### src/rtl/replay_writer_if.sv
// Replay restore bus: replay stream from control, backup RF read port,
// core RF write port and restore status. The slave view belongs to
// replay_writer; the master view belongs to whatever drives and observes it.
interface replay_writer_if #(
    parameter int ADDR_WIDTH = 5,
    parameter int DATA_WIDTH = 32
);
    // Replay stream from control
    logic                  fetch_block_i;
    logic [ADDR_WIDTH-1:0] replay_addr_i;

    // Backup register file read port
    logic                  bkp_re_o;
    logic [ADDR_WIDTH-1:0] bkp_raddr_o;
    logic [DATA_WIDTH-1:0] bkp_rdata_i;

    // Core register file write port
    logic                  rf_we_o;
    logic [ADDR_WIDTH-1:0] rf_waddr_o;
    logic [DATA_WIDTH-1:0] rf_wdata_o;

    // Restore status
    logic                  restore_done_o;
    logic                  seq_error_o;
    logic [ADDR_WIDTH:0]   restore_count_o;

    modport slave (
        input  fetch_block_i,
        input  replay_addr_i,
        input  bkp_rdata_i,
        output bkp_re_o,
        output bkp_raddr_o,
        output rf_we_o,
        output rf_waddr_o,
        output rf_wdata_o,
        output restore_done_o,
        output seq_error_o,
        output restore_count_o
    );

    modport master (
        output fetch_block_i,
        output replay_addr_i,
        output bkp_rdata_i,
        input  bkp_re_o,
        input  bkp_raddr_o,
        input  rf_we_o,
        input  rf_waddr_o,
        input  rf_wdata_o,
        input  restore_done_o,
        input  seq_error_o,
        input  restore_count_o
    );
endinterface

### src/rtl/replay_writer.sv
// Register-restore responder. Each replayed address is looked up in the
// backup register file (synchronous read) and written into the core register
// file one cycle later. The address sequence is checked against 0,1,2,...
// and the number of accepted addresses is counted, saturating at NUM_REG.
module replay_writer #(
    parameter int ADDR_WIDTH = 5,
    parameter int NUM_REG    = 2 ** ADDR_WIDTH,
    parameter int DATA_WIDTH = 32,
    parameter int SKIP_ZERO  = 1
) (
    input  logic            clk,
    input  logic            rst,
    replay_writer_if.slave  bus
);
    localparam logic [ADDR_WIDTH:0] NUM_REG_C = (ADDR_WIDTH + 1)'(NUM_REG);

    typedef enum logic [1:0] {
        ST_IDLE    = 2'd0,
        ST_RESTORE = 2'd1,
        ST_DONE    = 2'd2
    } state_t;

    state_t                state_q, state_d;
    logic                  stage_valid_q, stage_valid_d;
    logic [ADDR_WIDTH-1:0] stage_addr_q, stage_addr_d;
    logic [ADDR_WIDTH:0]   count_q, count_d;
    logic                  seq_error_q, seq_error_d;

    logic                  capture;
    logic                  start;
    logic [ADDR_WIDTH-1:0] expected_addr;
    logic                  addr_bad;
    logic                  count_full;

    // A capture outside RESTORE begins a fresh restore; inside RESTORE the
    // expected address is simply the count folded back into address range.
    assign capture       = bus.fetch_block_i;
    assign start         = capture && (state_q != ST_RESTORE);
    assign expected_addr = count_q[ADDR_WIDTH-1:0];
    assign count_full    = (count_q >= NUM_REG_C);
    assign addr_bad      = (bus.replay_addr_i != expected_addr) || count_full;

    // Next-state, capture stage, counter and sticky error flag
    always_comb begin
        state_d       = state_q;
        stage_valid_d = capture;
        stage_addr_d  = stage_addr_q;
        count_d       = count_q;
        seq_error_d   = seq_error_q;

        if (capture) begin
            stage_addr_d = bus.replay_addr_i;
        end

        if (start) begin
            // A new restore always expects address 0 first.
            count_d     = {{ADDR_WIDTH{1'b0}}, 1'b1};
            seq_error_d = (bus.replay_addr_i != '0);
        end else if (capture) begin
            if (!count_full) begin
                count_d = count_q + 1'b1;
            end
            if (addr_bad) begin
                seq_error_d = 1'b1;
            end
        end

        unique case (state_q)
            ST_IDLE:    state_d = capture ? ST_RESTORE : ST_IDLE;
            ST_RESTORE: state_d = capture ? ST_RESTORE : ST_DONE;
            ST_DONE:    state_d = capture ? ST_RESTORE : ST_IDLE;
            default:    state_d = ST_IDLE;
        endcase
    end

    // State register; reset drops any staged write immediately
    always_ff @(posedge clk or posedge rst) begin
        if (rst) begin
            state_q       <= ST_IDLE;
            stage_valid_q <= 1'b0;
            stage_addr_q  <= '0;
            count_q       <= '0;
            seq_error_q   <= 1'b0;
        end else begin
            state_q       <= state_d;
            stage_valid_q <= stage_valid_d;
            stage_addr_q  <= stage_addr_d;
            count_q       <= count_d;
            seq_error_q   <= seq_error_d;
        end
    end

    // Backup RF read is issued straight from the replay stream so its data
    // lines up with the staged address one cycle later.
    assign bus.bkp_re_o    = bus.fetch_block_i;
    assign bus.bkp_raddr_o = bus.replay_addr_i;

    // x0 is hardwired in the core, so with SKIP_ZERO its write is suppressed
    // even though the address still counts towards the restore.
    assign bus.rf_we_o    = stage_valid_q &&
                            !((SKIP_ZERO != 0) && (stage_addr_q == '0));
    assign bus.rf_waddr_o = stage_addr_q;
    assign bus.rf_wdata_o = bus.bkp_rdata_i;

    assign bus.restore_done_o  = (state_q == ST_DONE);
    assign bus.seq_error_o     = seq_error_q;
    assign bus.restore_count_o = count_q;
endmodule

### src/flat_wrapper.sv
// flat-port wrapper written by rule: the top's interface ports become plain ports
module replay_writer_flat 
#(
    parameter int ADDR_WIDTH = 5,
    parameter int NUM_REG    = 2 ** ADDR_WIDTH,
    parameter int DATA_WIDTH = 32,
    parameter int SKIP_ZERO  = 1
)
  (clk, rst, bus_fetch_block_i, bus_replay_addr_i, bus_bkp_rdata_i, bus_bkp_re_o, bus_bkp_raddr_o, bus_rf_we_o, bus_rf_waddr_o, bus_rf_wdata_o, bus_restore_done_o, bus_seq_error_o, bus_restore_count_o);
  replay_writer_if #(.ADDR_WIDTH(ADDR_WIDTH), .DATA_WIDTH(DATA_WIDTH)) bus_i ();
  input  logic clk;
  input  logic rst;
  input wire logic [$bits(bus_i.fetch_block_i)-1:0] bus_fetch_block_i;
  input wire logic [$bits(bus_i.replay_addr_i)-1:0] bus_replay_addr_i;
  input wire logic [$bits(bus_i.bkp_rdata_i)-1:0] bus_bkp_rdata_i;
  output wire logic [$bits(bus_i.bkp_re_o)-1:0] bus_bkp_re_o;
  output wire logic [$bits(bus_i.bkp_raddr_o)-1:0] bus_bkp_raddr_o;
  output wire logic [$bits(bus_i.rf_we_o)-1:0] bus_rf_we_o;
  output wire logic [$bits(bus_i.rf_waddr_o)-1:0] bus_rf_waddr_o;
  output wire logic [$bits(bus_i.rf_wdata_o)-1:0] bus_rf_wdata_o;
  output wire logic [$bits(bus_i.restore_done_o)-1:0] bus_restore_done_o;
  output wire logic [$bits(bus_i.seq_error_o)-1:0] bus_seq_error_o;
  output wire logic [$bits(bus_i.restore_count_o)-1:0] bus_restore_count_o;
  assign bus_i.fetch_block_i = bus_fetch_block_i;
  assign bus_i.replay_addr_i = bus_replay_addr_i;
  assign bus_i.bkp_rdata_i = bus_bkp_rdata_i;
  assign bus_bkp_re_o = bus_i.bkp_re_o;
  assign bus_bkp_raddr_o = bus_i.bkp_raddr_o;
  assign bus_rf_we_o = bus_i.rf_we_o;
  assign bus_rf_waddr_o = bus_i.rf_waddr_o;
  assign bus_rf_wdata_o = bus_i.rf_wdata_o;
  assign bus_restore_done_o = bus_i.restore_done_o;
  assign bus_seq_error_o = bus_i.seq_error_o;
  assign bus_restore_count_o = bus_i.restore_count_o;
  replay_writer #(.ADDR_WIDTH(ADDR_WIDTH), .NUM_REG(NUM_REG), .DATA_WIDTH(DATA_WIDTH), .SKIP_ZERO(SKIP_ZERO)) u_core (.clk(clk), .rst(rst), .bus(bus_i));
endmodule
### config.mk
export PLATFORM = sky130hd
export DESIGN_NAME = replay_writer_flat
export DESIGN_NICKNAME = d
export VERILOG_FILES = /design/src/rtl/replay_writer_if.sv /design/src/rtl/replay_writer.sv /design/src/flat_wrapper.sv
export SDC_FILE = /design/constraint.sdc
export NUM_CORES = 1
export LEC_CHECK = 0
export ABC_AREA = 1
export BUFFER_PORTS_ARGS = -buffer_cell sky130_fd_sc_hd__buf_2
export CORE_UTILIZATION = 38
export DETAILED_ROUTE_END_ITERATION = 10
export PLACE_DENSITY_LB_ADDON = 0.1
export RECOVER_POWER = 100
export SYNTH_ARGS = -nofsm -noshare
export SYNTH_HDL_FRONTEND = slang
export SYNTH_SLANG_ARGS = --single-unit
export TNS_END_PERCENT = 5
### constraint.sdc
create_clock -name clk -period 1.65 [get_ports clk]
set_input_delay 0.495 -clock clk [delete_from_list [all_inputs] [get_ports clk]]
set_output_delay 0.495 -clock clk [all_outputs]
set_load 0.01 [all_outputs]
# [Word-level counts from Yosys, hierarchy flattened]
# Cells that the tools add are included.
[totals] reg_bits=15 latchBits=0 ram_bits=0 mem_bits_ro=0 input_bits=40 out_inout_bits=52 wordCells=33 n_memories=0
[op_classes] add_sub_neg=1 multipliers=0 n_div=0 order_cmp=1 eq_ne=5 shifts=0 n_mux=9 bitwise=0 reduce_logical=12
[ops] op="6-bit 2-to-1 mux" count=3
[ops] op="6-bit by 1-bit adder with 6-bit output (second input constant)" count=1
[ops] op="6-bit greater-or-equal comparator (second input constant)" count=1
[ops] op="5-bit logical NOT" count=1
[ops] op="5-bit != test" count=1
[ops] op="5-bit nonzero test" count=1
[ops] op="1-bit 2-to-1 mux" count=4
[ops] op="2-bit by 1-bit != test with 1-bit output (second input constant)" count=2
[ops] op="2-bit case mux with 2 select lines" count=1
[ops] op="2-bit AND reduction" count=2
[ops] op="2-bit nonzero test" count=2
[ops] op="2-bit by 1-bit equality test with 1-bit output (second input constant)" count=1
[ops] op="2-bit equality test (second input constant)" count=1
[ops] op="1-bit logical AND" count=2
[ops] op="2-bit logical NOT" count=1
[ops] op="2-bit 2-to-1 mux" count=1
[ops] op="2-bit OR reduction" count=1
[ops] op="1-bit logical NOT" count=1
[ops] op="1-bit logical OR" count=1

# [Longest topological paths before layout]
[depth] depth_word=5 depth_mapped=8

# [Worst setup path after synthesis]
# No wires, ideal clock.
[synth_path] path_kind="register -> output" start="register u_core.stage_addr_q[4], in the netlist u_core.bus.rf_waddr_o[4]" end="output bus_rf_we_o" arrival_ns=0.806 t_required_ns=1.155 path_slack_ns=0.349 stages_incl_launch_ff=5 n_path_buf=0 path_cell_list="dfrtp_1 > inv_1 > nand3_1 > o31ai_1 > inv_1"
[synth_via] elab_chain_len=3
[synth_rtl] element="start, declared" line="replay_writer.sv:25" text="logic [ADDR_WIDTH-1:0] stage_addr_q, stage_addr_d;"
[synth_rtl] element="start signal, assigned" line="replay_writer.sv:87" text="stage_addr_q <= stage_addr_d;"
[synth_rtl] element="5-bit logical NOT" line="replay_writer.sv:101" text="!((SKIP_ZERO != 0) && (stage_addr_q == '0));"
[synth_rtl] element="1-bit logical NOT" line="replay_writer.sv:101"
[synth_rtl] element="1-bit logical AND" line="replay_writer.sv:100" text="assign bus.rf_we_o = stage_valid_q &&"
[synth_rtl] element="end, declared" line="flat_wrapper.sv:18" text="output wire logic [$bits(bus_i.rf_we_o)-1:0] bus_rf_we_o;"
# No other way between the ends.

# [Final worst setup path]
# Same ends and word-level chain as after synthesis.

==> flow_metrics.env <==
export IMPL_outcome="complete, but fails checks"
export IMPL_violations="setup timing"
export IMPL_vias=794
export IMPL_r2r_setup_slack_ns=0.16
export IMPL_cts_tree="done"
export IMPL_drt_initial_drc_count=13
export IMPL_cts_buffer_depth=2
export IMPL_cts_made_buffers=3
export IMPL_clkTransAtPathRegs_ns=0.10
export IMPL_regArea_um2=375
export IMPL_finalMaxSlewViolations=0
export IMPL_worst_hold_slack_ns=0.249
export IMPL_synth_top_area_share_pct=34.9
export IMPL_gp_congestion=0.733
export IMPL_worst_slack_ns=-0.00630
export IMPL_insertion_delay_ns=0.29
export IMPL_slowest_stage="dfrtp_1"
export IMPL_drv_cap=0
export IMPL_seq_area_frac_synth_pct=34.9
export IMPL_worst_path_dominant_cell_family="flip-flops"
export IMPL_post_route_util_pct=38.0
export IMPL_worst_setup_path_end_kind="primary output"
export IMPL_cp_cell_sequence="inv_2 > nand3_2 > o31ai_2 > inv_1 > buf_2"
export IMPL_firstDrtPassIters=4
export IMPL_regToRegStartpoint="u_core.state_q[0]"
export IMPL_reg2reg_depth=6
export IMPL_yosys_area_top_type="dfrtp_1"
export IMPL_wl_um=2030
export IMPL_grt_start_max_net_pins=16
export IMPL_n_antenna_cell=0
export IMPL_worstPathRequired_ns=1.15
export IMPL_synth_nets=182
export IMPL_rsz0062_at_grt="yes"
export IMPL_finalSetupViolations=1
export IMPL_synth_distinct_cells=18
export IMPL_nNetsFinal=177
export IMPL_syn_avg_cell_area_um2=7.69
export IMPL_p_total_w=0.000889
export IMPL_core_area_um2=2570
export IMPL_synth_edf_count=0
export IMPL_pin_count=92
export IMPL_slowest_delay_ns=0.39
export IMPL_dp_hpwl_um=1570
export IMPL_cellPowerDensity_nw_per_um2=911
export IMPL_drive_above_1_share_pct=20.1
export IMPL_syn_area_um2=1080
export IMPL_nFillCells=308
export IMPL_num_rows=18
export IMPL_min_period_over_period_pct=100
export IMPL_cp_data_arrival_time_ns=1.16
export IMPL_tightest_slew_ns=0.575
export IMPL_async_reset_ff_share_pct=100
export IMPL_crit_type="reg -> out"
export IMPL_grt_pass1_vias=710
export IMPL_period_minus_slack_ns=1.66
export IMPL_skew_ns=0.00675
export IMPL_finalSetupTns_ns=-0.00630
export IMPL_clock_sinks=15
export IMPL_max_vdd_ir_drop_uv=371
export IMPL_slew_headroom_pct=61.6
export IMPL_hold_viol_final=0
export IMPL_antenna_found_initial=0
export IMPL_cp_max_fo=2
export IMPL_synthesis_instances=140
export IMPL_die_area_um2=3050
export IMPL_root_buffer="clkbuf_4"
export IMPL_dominantRegCellSynth="dfrtp_1"
export IMPL_ant_nets=0
export IMPL_synth_most_common_cell="buf_4"
export IMPL_via_per_inst=4.84
export IMPL_initial_core_util_pct=41.9
export IMPL_grt_total_usage_pct=13.8
export IMPL_multi_input_area_um2=332
export IMPL_clock_fmax_mhz=604
export IMPL_min_path_type="in -> async"
export IMPL_drc=0
export IMPL_synthToLayoutAreaGrowth_pct=-9.30
export IMPL_grt_remaining_overflow=0
export IMPL_wl_per_cell_um=12.4
export IMPL_die_height_um=55.2
export IMPL_h_tree_depth=1
export IMPL_die_w_um=55.2
export IMPL_grt_pass1_wl_um=3340
export IMPL_p_leak_nw=0.519
export IMPL_crit_buf_inv=3
export IMPL_synth_seq_cells=15
export IMPL_portBuffers=27
export IMPL_worstReg2RegEnd="u_core.bus.restore_count_o[2]"
export IMPL_yosys_top_cells_count="buf_4 (38), nand2_1 (26), inv_1 (18)"
export IMPL_synthTopCellsByArea="dfrtp_1 (35%), buf_4 (27%), nand2_1 (9.1%)"
export IMPL_cp_start_kind="register"
export IMPL_yosys_warnings=0
-- sequential cells by signal, summed over array words and instances, names as in the netlist --
signal	cells
u_core.bus.rf_waddr_o	5
u_core.bus.restore_count_o	6
u_core.bus.seq_error_o	1
u_core.state_q	2
u_core.stage_valid_q	1
-- cell usage in the layout (no fill, tap or decap) --
cell	instances
inv_1	16
buf_4	1
o21ai_0	9
inv_2	3
buf_2	16
a21oi_1	3
clkinv_2	1
clkbuf_1	12
nor3_1	2
nor2_1	7
nand3_2	1
clkbuf_4	3
ha_1	2
xor2_1	1
nand4_1	4
o31ai_2	1
dfrtp_1	15
a21oi_2	1
nand3_1	8
nand2_1	28
-- layer usage --
metal / vias to the layer above / wire length, um / global-route usage (%) / share of wire, %
met4: 0 / 85 / 9.64 / 4.2
met5: - / 0 / 0 / 0
li1: 384 / - / - / -
met2: 35 / 807 / 19.6 / 40
met1: 355 / 955 / 17.7 / 47
met3: 20 / 182 / 4.22 / 9.0
-- cell type report --
type | instances | area share, %
inverters | 19 | 7.31
well taps | 30 | 3.85
repair buffers | 29 | 13.6
clock buffers | 3 | 2.31
flip-flops and latches | 15 | 38.5
multi-input cells | 67 | 34.0
clock inverters | 1 | 0.513
-- cells by family (layout without fill, tap and decap cells) --
logic type	count (synthesis)	count (layout)	share of synthesized area (%)
buffers and inverters	58	52	33.6
AND/OR/NAND/NOR	50	50	20.6
flip-flops	15	15	34.9
AO/OA/AOI/OAI	14	14	7.79
adder cells (fa/ha/maj)	2	2	2.33
XOR/XNOR	1	1	0.814
-- power breakdown --
group	leakage [nW]	switching [W]	internal (W)
sequential	0.186	0.0000503	0.000406
combinational	0.316	0.000137	0.0000834
clock	0.0177	0.000122	0.0000901
total	0.519	0.000310	0.000579
-- per-stage QoR --
| step | instances | area, um^2 | setup slack (ns) |
|---|---|---|---|
| detailed placement | 159 | 966 | 0.263 |
| finish | 164 | 976 | -0.00630 |
| global route | 164 | 976 | -0.0971 |
| CTS | 163 | 998 | -0.0416 |
| global placement | 159 | 966 | 0.283 |
| floorplan | 140 | 1080 | 0.349 |
-- repair_timing --
| item | 4_1_cts | 5_1_grt |
|---|---|---|
| endpoints found under the setup margin | 1 | 1 |
| hold buffers | 0 | 0 |
| gates resized for setup | 4 | 1 |
| setup buffers | 0 | 1 |
| cloned | 0 | 0 |
-- worst max path at each step --
stage,from,end,depth (start not counted)
after global routing,u_core.bus.rf_waddr_o[4],bus_rf_we_o,5
after global placement,u_core.bus.rf_waddr_o[4],bus_rf_we_o,5
after floorplan,u_core.bus.rf_waddr_o[4],bus_rf_we_o,4
final,u_core.bus.rf_waddr_o[4],bus_rf_we_o,5
after CTS,u_core.bus.rf_waddr_o[0],bus_rf_we_o,5
after detailed placement,u_core.bus.rf_waddr_o[4],bus_rf_we_o,5
No activity file was read; power rests on OpenSTA's default activity.
